## config.mk

```make
export PLATFORM = sky130hd
export DESIGN_NAME = kyber_pm_sequencer
export DESIGN_NICKNAME = d
export VERILOG_FILES = /design/src/rtl/kyber_pm_pkg.sv /design/src/rtl/kyber_ld_reorder.sv /design/src/rtl/kyber_pm_sequencer.sv
export SDC_FILE = /design/constraint.sdc
export NUM_CORES = 1
export LEC_CHECK = 0
export ABC_AREA = 1
export BUFFER_PORTS_ARGS = -buffer_cell sky130_fd_sc_hd__buf_2
export CAP_MARGIN = 30
export CORE_MARGIN = 2
export CORE_UTILIZATION = 40
export CTS_BUF_LIST = sky130_fd_sc_hd__clkbuf_16
export CTS_CLUSTER_SIZE = 40
export DETAILED_ROUTE_END_ITERATION = 16
export PLACE_DENSITY = 0.7
export SETUP_SLACK_MARGIN = 0.3
export SLEW_MARGIN = 5
export SYNTH_ARGS = -nofsm -noshare
export SYNTH_HDL_FRONTEND = slang
export SYNTH_HIERARCHICAL = 1
export SYNTH_SLANG_ARGS = --single-unit
```

## constraint.sdc

```tcl
create_clock -name clk -period 2.6 [get_ports clk]
set_input_delay 0.13 -clock clk [delete_from_list [all_inputs] [get_ports clk]]
set_output_delay 0.13 -clock clk [all_outputs]
set_load 0.03 [all_outputs]
```

## src/rtl/kyber_pm_pkg.sv

```systemverilog
// kyber_pm_pkg: shared constants, opcodes and FSM state type for the Kyber poly-mult sequencer
package kyber_pm_pkg;
  localparam int N = 256;
  localparam int W = 12;
  localparam logic [3:0] OP_LOAD_A_F = 4'd0;
  localparam logic [3:0] OP_LOAD_A_I = 4'd1;
  localparam logic [3:0] OP_LOAD_B_F = 4'd2;
  localparam logic [3:0] OP_LOAD_B_I = 4'd3;
  localparam logic [3:0] OP_FNTT_A = 4'd4;
  localparam logic [3:0] OP_FNTT_B = 4'd5;
  localparam logic [3:0] OP_PWM2 = 4'd6;
  localparam logic [3:0] OP_INTT_A = 4'd7;
  localparam logic [3:0] OP_INTT_B = 4'd8;
  localparam logic [3:0] OP_READ_A = 4'd9;
  localparam logic [3:0] OP_READ_B = 4'd10;
  typedef enum logic [2:0] {IDLE, LD_FILL, LD_STREAM, CMP_START, CMP_WAIT, RD_WAIT, RD_STREAM, GAP} state_t;
endpackage

```

## src/rtl/kyber_ld_reorder.sv

```systemverilog
// kyber_ld_reorder: two 4-word banks; writes land in natural order, reads swap the middle pair (0,2,1,3)
module kyber_ld_reorder
  import kyber_pm_pkg::*;
(
  input  logic         clk,
  input  logic         reset_n,
  input  logic         wr_en,
  input  logic         wr_bank,
  input  logic [1:0]   wr_slot,
  input  logic [W-1:0] wr_data,
  input  logic         rd_bank,
  input  logic [1:0]   rd_slot,
  output logic [W-1:0] rd_data
);
  logic [W-1:0] mem [8];
  always_ff @(posedge clk or negedge reset_n)
    if (!reset_n) for (int i = 0; i < 8; i++) mem[i] <= '0;
    else if (wr_en) mem[{wr_bank, wr_slot}] <= wr_data;
  assign rd_data = mem[{rd_bank, rd_slot[0], rd_slot[1]}];
endmodule

```

## src/rtl/kyber_pm_sequencer.sv

```systemverilog
// kyber_pm_sequencer: command FSM that streams coefficients into/out of the NTT core and sequences its operations
module kyber_pm_sequencer
  import kyber_pm_pkg::*;
#(
  parameter int TIMEOUT = 8191
) (
  input  logic         clk,
  input  logic         reset_n,
  input  logic         cmd_valid,
  output logic         cmd_ready,
  input  logic [3:0]   cmd_op,
  input  logic         s_valid,
  output logic         s_ready,
  input  logic [W-1:0] s_data,
  output logic         m_valid,
  output logic [7:0]   m_idx,
  output logic [W-1:0] m_data,
  output logic         busy,
  output logic [2:0]   err,
  input  logic         err_clr,
  output logic [3:0]   core_load,
  output logic [1:0]   core_read,
  output logic [2:0]   core_start,
  output logic         core_ab,
  output logic [W-1:0] core_din,
  input  logic [W-1:0] core_dout,
  input  logic         core_done
);
  localparam int CW = $clog2(TIMEOUT) > 8 ? $clog2(TIMEOUT) : 8;
  state_t state, nxt;
  logic [CW-1:0] cnt;
  logic [3:0] op;
  logic [2:0] err_set;
  logic in_win, wr_en, done_ok;
  logic [W-1:0] rd_data;
  // words for group g+1 are due during the first 63 groups of the stream
  assign in_win = state == LD_STREAM && cnt < CW'(N - 4);
  assign done_ok = cnt >= CW'(2) && core_done;
  always_comb begin
    nxt = state;
    err_set = '0;
    case (state)
      IDLE: if (cmd_valid) begin
        nxt = cmd_op <= OP_LOAD_B_I ? LD_FILL : cmd_op <= OP_INTT_B ? CMP_START : cmd_op <= OP_READ_B ? RD_WAIT : GAP;
        err_set[0] = cmd_op > OP_READ_B;
      end
      LD_FILL: if (cnt == CW'(4)) nxt = LD_STREAM;
      LD_STREAM: begin
        err_set[1] = in_win && !s_valid;
        if (cnt == CW'(N - 1)) nxt = GAP;
      end
      CMP_START: nxt = CMP_WAIT;
      CMP_WAIT: if (done_ok || cnt == CW'(TIMEOUT - 1)) begin
        nxt = GAP;
        err_set[2] = !done_ok;
      end
      RD_WAIT: if (cnt == CW'(2)) nxt = RD_STREAM;
      RD_STREAM: if (cnt == CW'(N - 1)) nxt = GAP;
      default: nxt = IDLE;
    endcase
  end
  always_ff @(posedge clk or negedge reset_n)
    if (!reset_n) begin
      state <= IDLE;
      cnt <= '0;
      op <= '0;
      err <= '0;
    end else begin
      state <= nxt;
      cnt <= nxt != state ? '0 : cnt + CW'(state == LD_FILL ? s_valid && s_ready : state != IDLE);
      if (state == IDLE && cmd_valid) op <= cmd_op;
      err <= (err_clr ? 3'b000 : err) | err_set;
    end
  assign cmd_ready = state == IDLE;
  assign busy = state != IDLE;
  assign s_ready = (state == LD_FILL && cnt < CW'(4)) || in_win;
  // a missing stream word is still written, as 0, so the bank stays in step
  assign wr_en = s_ready && (s_valid || state == LD_STREAM);
  kyber_ld_reorder u_reorder (
    .clk(clk),
    .reset_n(reset_n),
    .wr_en(wr_en),
    .wr_bank(state == LD_STREAM && !cnt[2]),
    .wr_slot(cnt[1:0]),
    .wr_data(s_valid ? s_data : '0),
    .rd_bank(cnt[2]),
    .rd_slot(cnt[1:0]),
    .rd_data(rd_data)
  );
  assign core_din = state == LD_STREAM ? rd_data : '0;
  assign core_load = state == LD_FILL && cnt == CW'(4) ? 4'b0001 << op[1:0] : 4'b0000;
  assign core_start = state != CMP_START ? 3'b000 : op == OP_PWM2 ? 3'b010 : op <= OP_FNTT_B ? 3'b001 : 3'b100;
  assign core_ab = state == CMP_START && (op == OP_FNTT_B || op == OP_INTT_B);
  assign core_read = state == RD_WAIT && cnt == '0 ? (op == OP_READ_B ? 2'b10 : 2'b01) : 2'b00;
  assign m_valid = state == RD_STREAM;
  assign m_idx = m_valid ? {cnt[0], cnt[7:1]} : 8'd0;
  assign m_data = m_valid ? core_dout : '0;
endmodule

```

==> impl_metrics.json, run 1 <==
{
  "syn_inst": 960,
  "fin_skew_ns": 0.00667,
  "setup-tns-final_ns": 0,
  "path_class": "reg2reg",
  "grt_pass1_wl_mm": 30.0,
  "p_per_area_mw_per_mm2": 1070,
  "fin_nets": 1111,
  "cts_buffers": 17,
  "wl_mm": 18.4,
  "die_area_sq_mm": 0.0175,
  "drv_slew": 0,
  "area_growth_pct": 25.0,
  "netlist_area_sq_mm": 0.00660,
  "hold_path.startpoint": "core_done",
  "crit_path_start_kind": "flip-flop",
  "root_buffer": "clkbuf_16",
  "h-tree-depth": 4,
  "instances_no_fill": 1303,
  "cp_data_required_time_ns": 2.90,
  "worstReg2RegEnd": "cnt[10]",
  "grt_usage": 0.215,
  "whs_path_depth": 4,
  "final_hold_viol_count": 0,
  "p_total_w": 0.00883,
  "io_buffers": 82,
  "status": "complete, no violations",
  "rrSetupSlack_ns": 0.18,
  "die_x_microns": 132,
  "clockBufferDepth": 2,
  "die_h_microns": 132,
  "avgViaCountPerCell": 4.86,
  "dp_hpwl_mm": 11.9,
  "insertion_delay_ns": 0.42,
  "cts_tree": "done",
  "worstPathMaxFanout": 4,
  "irDropWorstVdd_mv": 0.821,
  "fin_crit_sh": 0.932,
  "num_vias": 6329,
  "drc": 0,
  "synthesis.nets": 996,
  "hold-path-endpoint": "err[2]",
  "seq_area_frac_synth": 0.451,
  "slew_headroom": 0.565,
  "clkTransAtPathRegs_ns": 0.06,
  "gp_congestion": 0.892,
  "synth_cell_types": 31,
  "setup_viol_count_final": 0,
  "grt_start_max_net_pins": 51,
  "drive_gt1_frac": 0.201,
  "ys.warnings.count": 6,
  "core_area_sq_mm": 0.0160,
  "dp_cells": 1242,
  "cap_violations": 0,
  "synth-seq-cells": 119,
  "tightest_slew_ns": 0.652,
  "diodes": 0,
  "crit_arrival_ns": 2.72,
  "r2r_cells": 15,
  "drt_iter0_drc": 462,
  "end_kind": "flip-flop",
  "antenna_found_initial": 0,
  "p_leak_nw": 4.44,
  "drtPass1Iterations": 5,
  "rsz0062_at_grt": "yes",
  "clkSinkCount": 119,
  "grt_pass1_vias": 6125,
  "ant_nets": 0,
  "row_count": 46,
  "io_pins": 83,
  "hold_class": "in2reg",
  "overflow": 0,
  "post-route-util": 0.515,
  "reg2reg_from": "cnt[4]",
  "max_freq_ghz": 0.413,
  "wire_per_inst_microns": 14.2,
  "initial_core_util": 0.412,
  "post_synth.cell_area_avg_sq_um": 6.87,
  "period_minus_slack_ns": 2.42
}
-- where the power goes --
part / leakage [nW] / switching (W) / internal, W
clock network: 0.281 / 0.000810 / 0.00147
logic: 2.61 / 0.00243 / 0.00123
registers: 1.55 / 0.000395 / 0.00250
total: 4.44 / 0.00364 / 0.00519
-- routing by layer --
layer  global-route usage  vias up  routed length, microns  share of wire
met5                    0        -                       0              0
li1                     -     3115                       -              -
met3               0.0452       43                    1150          0.062
met2                0.351      232                    8680           0.47
met4                0.102        0                     601          0.033
met1                0.274     2939                    8010           0.43
-- final cells by class --
cell class,instances,area [sq um]
Timing Repair Buffer,137,863
Fill cell,1559,7750
Clock buffer,17,425
Multi-Input combinational cell,608,2830
Clock inverter,14,143
Inverter,192,729
Tap cell,216,270
Sequential cell,119,2980
-- cell families after synthesis --
family          Yosys count  share of synthesized area
buf+inv                 233                      0.140
flops                   119                      0.451
simple gates            483                      0.305
compound gates          113                     0.0867
fa+ha+maj                 2                    0.00379
xor+xnor                 10                     0.0133
-- synthesized netlist by cell type (all sizes together) --
master / n / area share
dfrtp: 119 / 0.45
a21oi: 6 / 0.0046
o21a: 1 / 0.0011
nor4: 3 / 0.0028
o31ai: 1 / 0.0011
a31oi: 1 / 0.00095
xnor2: 3 / 0.0040
nor2: 85 / 0.055
nand2: 318 / 0.18
nor3: 8 / 0.0093
inv: 192 / 0.11
xor2: 7 / 0.0093
nand3: 63 / 0.049
clkbuf: 18 / 0.011
buf: 23 / 0.020
ha: 2 / 0.0038
nand4: 6 / 0.0057
o21ai: 104 / 0.079
-- metrics by stage --
| step | cell area, sq um | setup WS [ns] | hold slack [ns] |
|---|---|---|---|
| detailed placement | 7330 | 0.176 | 0.202 |
| global placement | 7330 | 0.273 | 0.202 |
| CTS | 8060 | 0.297 | 0.0108 |
| global route | 8250 | 0.0305 | 0.0568 |
| finish | 8250 | 0.178 | 0.0262 |
| floorplan | 6650 | 0.283 | -0.166 |
-- flip-flops by register name, summed over array words and instances (netlist names) --
signal and flops:
cnt 13, err 3, state 3, op 4, u_reorder/mem 96
-- worst max-delay path by stage --
stage / start / to / slack (ns) / cells after the start
CTS: cnt[4] / cnt[11] / 0.30 / 16
floorplan: state[0] / cnt[11] / 0.28 / 18
global route: cnt[4] / cnt[11] / 0.03 / 16
finish: cnt[4] / cnt[10] / 0.18 / 15
global placement: cnt[5] / cnt[11] / 0.27 / 18
detailed placement: cnt[4] / cnt[11] / 0.18 / 16
-- critical path: stages (launching register included) --
cell,delay (ns)
dfrtp_1,0.41
inv_1,0.12
nand2_2,0.10
nor2_2,0.17
nand2_2,0.11
o21ai_4,0.15
nand2_2,0.09
a21oi_2,0.21
ha_4,0.17
buf_4,0.11
ha_4,0.14
nand2_4,0.08
nor2_4,0.11
nand2_1,0.07
xor2_1,0.18
nor2_2,0.06
-- placed cells by master (no fill, tap or decap), drive strengths merged --
cell type,instances
nand3,63
a21oi,6
o21a,1
bufinv,3
buf,133
nor4,3
a31oi,1
nand4,6
o21ai,104
clkinv,7
dlygate4sd3,4
nand2,318
ha,2
xor2,7
dfrtp,119
nor2,85
o31ai,1
clkbuf,17
inv,193
nor3,8
clkinvlp,3
xnor2,3
-- repair_timing --
action | CTS | global route
setup buffers | 13 | 13
gates resized for setup | 9 | 22
endpoints found under the hold margin | 50 | 0
pin swaps | 4 | 14
cloned | 0 | 0
setup endpoints to repair | 20 | 28
hold buffers | 4 | 0
(Power assumes the default switching activity.)
==> run 2: changes to the inputs <==
--- a/config.mk
+++ b/config.mk
@@ -5,7 +5,6 @@
 export SDC_FILE = /design/constraint.sdc
 export NUM_CORES = 1
 export LEC_CHECK = 0
-export ABC_AREA = 1
 export BUFFER_PORTS_ARGS = -buffer_cell sky130_fd_sc_hd__buf_2
 export CAP_MARGIN = 30
 export CORE_MARGIN = 2
@@ -13,7 +12,7 @@
 export CTS_BUF_LIST = sky130_fd_sc_hd__clkbuf_16
 export CTS_CLUSTER_SIZE = 40
 export DETAILED_ROUTE_END_ITERATION = 16
-export PLACE_DENSITY = 0.7
+export PLACE_DENSITY = 0.72
 export SETUP_SLACK_MARGIN = 0.3
 export SLEW_MARGIN = 5
 export SYNTH_ARGS = -nofsm -noshare
==> constraint.sdc (replaced) <==
create_clock -name clk -period 2.15 [get_ports clk]
set_input_delay 0.1075 -clock clk [delete_from_list [all_inputs] [get_ports clk]]
set_output_delay 0.1075 -clock clk [all_outputs]
set_load 0.03 [all_outputs]
==> run 2 against run 1 <==
Design area rose by 14%. Sequential share of layout area shrank 4.5 points. Sequential power up 18%. The flow now finishes with violations (setup timing). Routed wire length is 1.8% higher. Highest routed layer unchanged. Largest cell class is now multi-input combinational cells.
==> impl_metrics.json, run 2 <==
{
  "initial_core_util": 0.407,
  "grt_start_max_net_pins": 46,
  "dpl_cell_area_sq_mm": 0.00746,
  "finalInstanceArea_sq_mm": 0.00941,
  "pwr-share-comb": 0.463,
  "yosysMostFrequentCell": "dfrtp_1",
  "fin_crit_sh": 1.16,
  "wire_per_inst_microns": 22.0,
  "synth_edf_count": 0,
  "cap_violations": 0,
  "num_vias": 4859,
  "overflow": 0,
  "switching_share": 0.339,
  "setup_viol_count_final": 126,
  "syn_inst": 473,
  "status": "finished with violations",
  "avgViaCountPerCell": 5.70,
  "failed_checks": "setup timing",
  "fin_nets": 687,
  "synthArstFlopShare": 1.00,
  "cts_buffers": 17,
  "clkTransAtPathRegs_ns": 0.06,
  "critPathMaxStageDelay_ns": 0.60,
  "io_pins": 83,
  "drv_slew": 0,
  "crit_arrival_ns": 2.38,
  "synth_commonest_cells": "dfrtp_1, mux2_2, and2_1, nor2_1, mux4_1",
  "ys.warnings.count": 6,
  "rsz0062_at_grt": "yes",
  "irDropWorstVdd_mv": 0.820,
  "power_frac_seq": 0.287,
  "clkPwrFrac": 0.250,
  "end_kind": "output pin",
  "cts_tree": "done",
  "top_register": "u_reorder/mem",
  "seq_area_frac_synth": 0.483,
  "drt_iter0_drc": 361,
  "drive_gt1_frac": 0.660,
  "cp_common_cell": "buf_4",
  "cp_data_required_time_ns": 2.04,
  "layout_common_cells": "dfrtp_1, buf_6, mux2_4, mux2_2, buf_4",
  "max_freq_ghz": 0.403,
  "hold_class": "in2reg",
  "final_hold_viol_count": 0,
  "post_synth.cell_area_avg_sq_um": 13.0,
  "grt_pass1_vias": 5132,
  "layout_commonest_cell": "dfrtp_1",
  "slew_headroom": 0.597,
  "clkSinkCount": 119,
  "die_area_sq_mm": 0.0164,
  "synth-seq-cells": 119,
  "largest_reg_flops": 96,
  "cp_slowest_cell": "or4_4",
  "netlist_area_sq_mm": 0.00617,
  "row_count": 45,
  "setup-tns-final_ns": -27.99,
  "yosysTopAreaCellShare": 0.483,
  "worstPathMaxFanout": 4,
  "gp_congestion": 0.833,
  "reg_top3": "u_reorder/mem x96, cnt x13, op x4",
  "die_x_microns": 128,
  "fin_ws_ns": -0.334,
  "grt_usage": 0.221,
  "synth.area.top_cells": "dfrtp_1, mux2_2, mux4_1, and2_1, and3_1",
  "clockBufferDepth": 2,
  "critPathTopFamily": "simple AND/OR/NAND/NOR gates",
  "cp.buffers_inverters": 5,
  "yosys.area.top_type": "dfrtp_1",
  "antenna_found_initial": 0,
  "p_per_area_mw_per_mm2": 1260,
  "die_h_microns": 128,
  "tightest_slew_ns": 0.604,
  "ant_nets": 0,
  "root_buffer": "clkbuf_16",
  "crit_path_start_kind": "flip-flop",
  "grt_pass1_wl_mm": 27.8,
  "ys.flop_type": "dfrtp_1",
  "insertion_delay_ns": 0.41,
  "core_area_sq_mm": 0.0151,
  "io_buffers": 82,
  "wl_mm": 18.8,
  "fin_skew_ns": 0.00894,
  "period_minus_slack_ns": 2.48,
  "p_int_w": 0.00785,
  "area_growth_pct": 52.6,
  "synthesis.nets": 509,
  "synth_cell_types": 46,
  "cp_cell_sequence": "buf_6 -> buf_4 -> nor2_4 -> buf_4 -> nand2_1 -> or4_4 -> buf_4 -> nor2_4 -> buf_6",
  "drc": 0,
  "drtPass1Iterations": 5,
  "switchingPower_w": 0.00402,
  "path_class": "reg2out",
  "diodes": 0,
  "p_leak_nw": 4.36,
  "h-tree-depth": 4,
  "dp_hpwl_mm": 9.96
}
run 2: power groups by stage:
stage	sequential, W	combinational (W)	clock (W)
after floorplan	0.00322	0.00268	0
after global placement	0.00328	0.00354	0
after detailed placement	0.00334	0.00363	0
after CTS	0.00336	0.00479	0.00302
after global routing	0.00346	0.00577	0.00314
final	0.00340	0.00550	0.00297
run 2: cell families (layout without fill, tap and decap cells):
family / after synthesis / count (layout) / share of synthesized area
AOI/OAI and AO/OA: 19 / 19 / 0.0221
xor gates and xnor gates: 12 / 12 / 0.0170
adders and majority gates: 2 / 2 / 0.00406
buffers and inverters: 36 / 226 / 0.0288
DFF: 119 / 119 / 0.483
muxes: 135 / 135 / 0.303
and+or+nand+nor: 150 / 151 / 0.142
run 2: metal layers:
layer	up-vias	share of wire	track usage
li1	2114	-	-
met1	2512	0.42	0.278
met2	207	0.51	0.384
met3	26	0.054	0.0430
met4	0	0.019	0.0724
met5	-	0	0
run 2: worst paths after layout:
check                      slack (ns)           endpoint  cells after the start      start
min reg2reg                      0.49             err[2]                      1     err[2]
max reg2reg                     -0.33  u_reorder/mem[60]                     10     cnt[5]
min in group asynchronous        0.24             cnt[6]                      2    reset_n
min                              0.01              op[0]                      2  cmd_op[0]
max in group asynchronous        1.26              op[0]                      3    reset_n
max                             -0.33       core_load[3]                      9   state[1]
run 2: timing repair:
action | in CTS | in global routing
gates resized for setup | 185 | 77
setup buffers | 17 | 11
cloned | 8 | 5
endpoints found under the setup margin | 159 | 162
hold endpoints to repair | 47 | 1
pin swaps | 40 | 24
hold buffers | 4 | 2
run 2: stage by stage:
| step | std cells | power, W | worst slack [ns] | util | hold slack (ns) |
|---|---|---|---|---|---|
| 3_3_place_gp | 773 | 0.00682 | -0.121 | 0.492 | 0.147 |
| 5_1_grt | 852 | 0.0124 | -0.415 | 0.621 | 0.00324 |
| 3_5_place_dp | 773 | 0.00697 | -0.181 | 0.492 | 0.154 |
| 6_report | 852 | 0.0119 | -0.334 | 0.621 | 0.0147 |
| 4_1_cts | 834 | 0.0112 | -0.277 | 0.589 | 0.0000465 |
| 2_1_floorplan | 473 | 0.00591 | -0.177 | - | -0.188 |
run 2: layout make-up:
cell class / count / area (sq um)
fill: 1040 / 5740
multi-input combinational: 319 / 3630
sequential: 119 / 2980
timing repair buffer: 188 / 1910
clock buffer: 17 / 425
tap: 188 / 235
clock inverter: 15 / 195
inverter: 6 / 25.0
run 2: worst reg2reg max path, cell delays in order, from the launching register on:
cell       delay (ns)
dfrtp_1          0.39
nor3_2           0.21
nand4_1          0.18
buf_4            0.20
nor2_4           0.12
nand3_4          0.10
o21ai_4          0.23
buf_6            0.14
and4bb_4         0.31
clkbuf_16        0.19
mux2_4           0.29
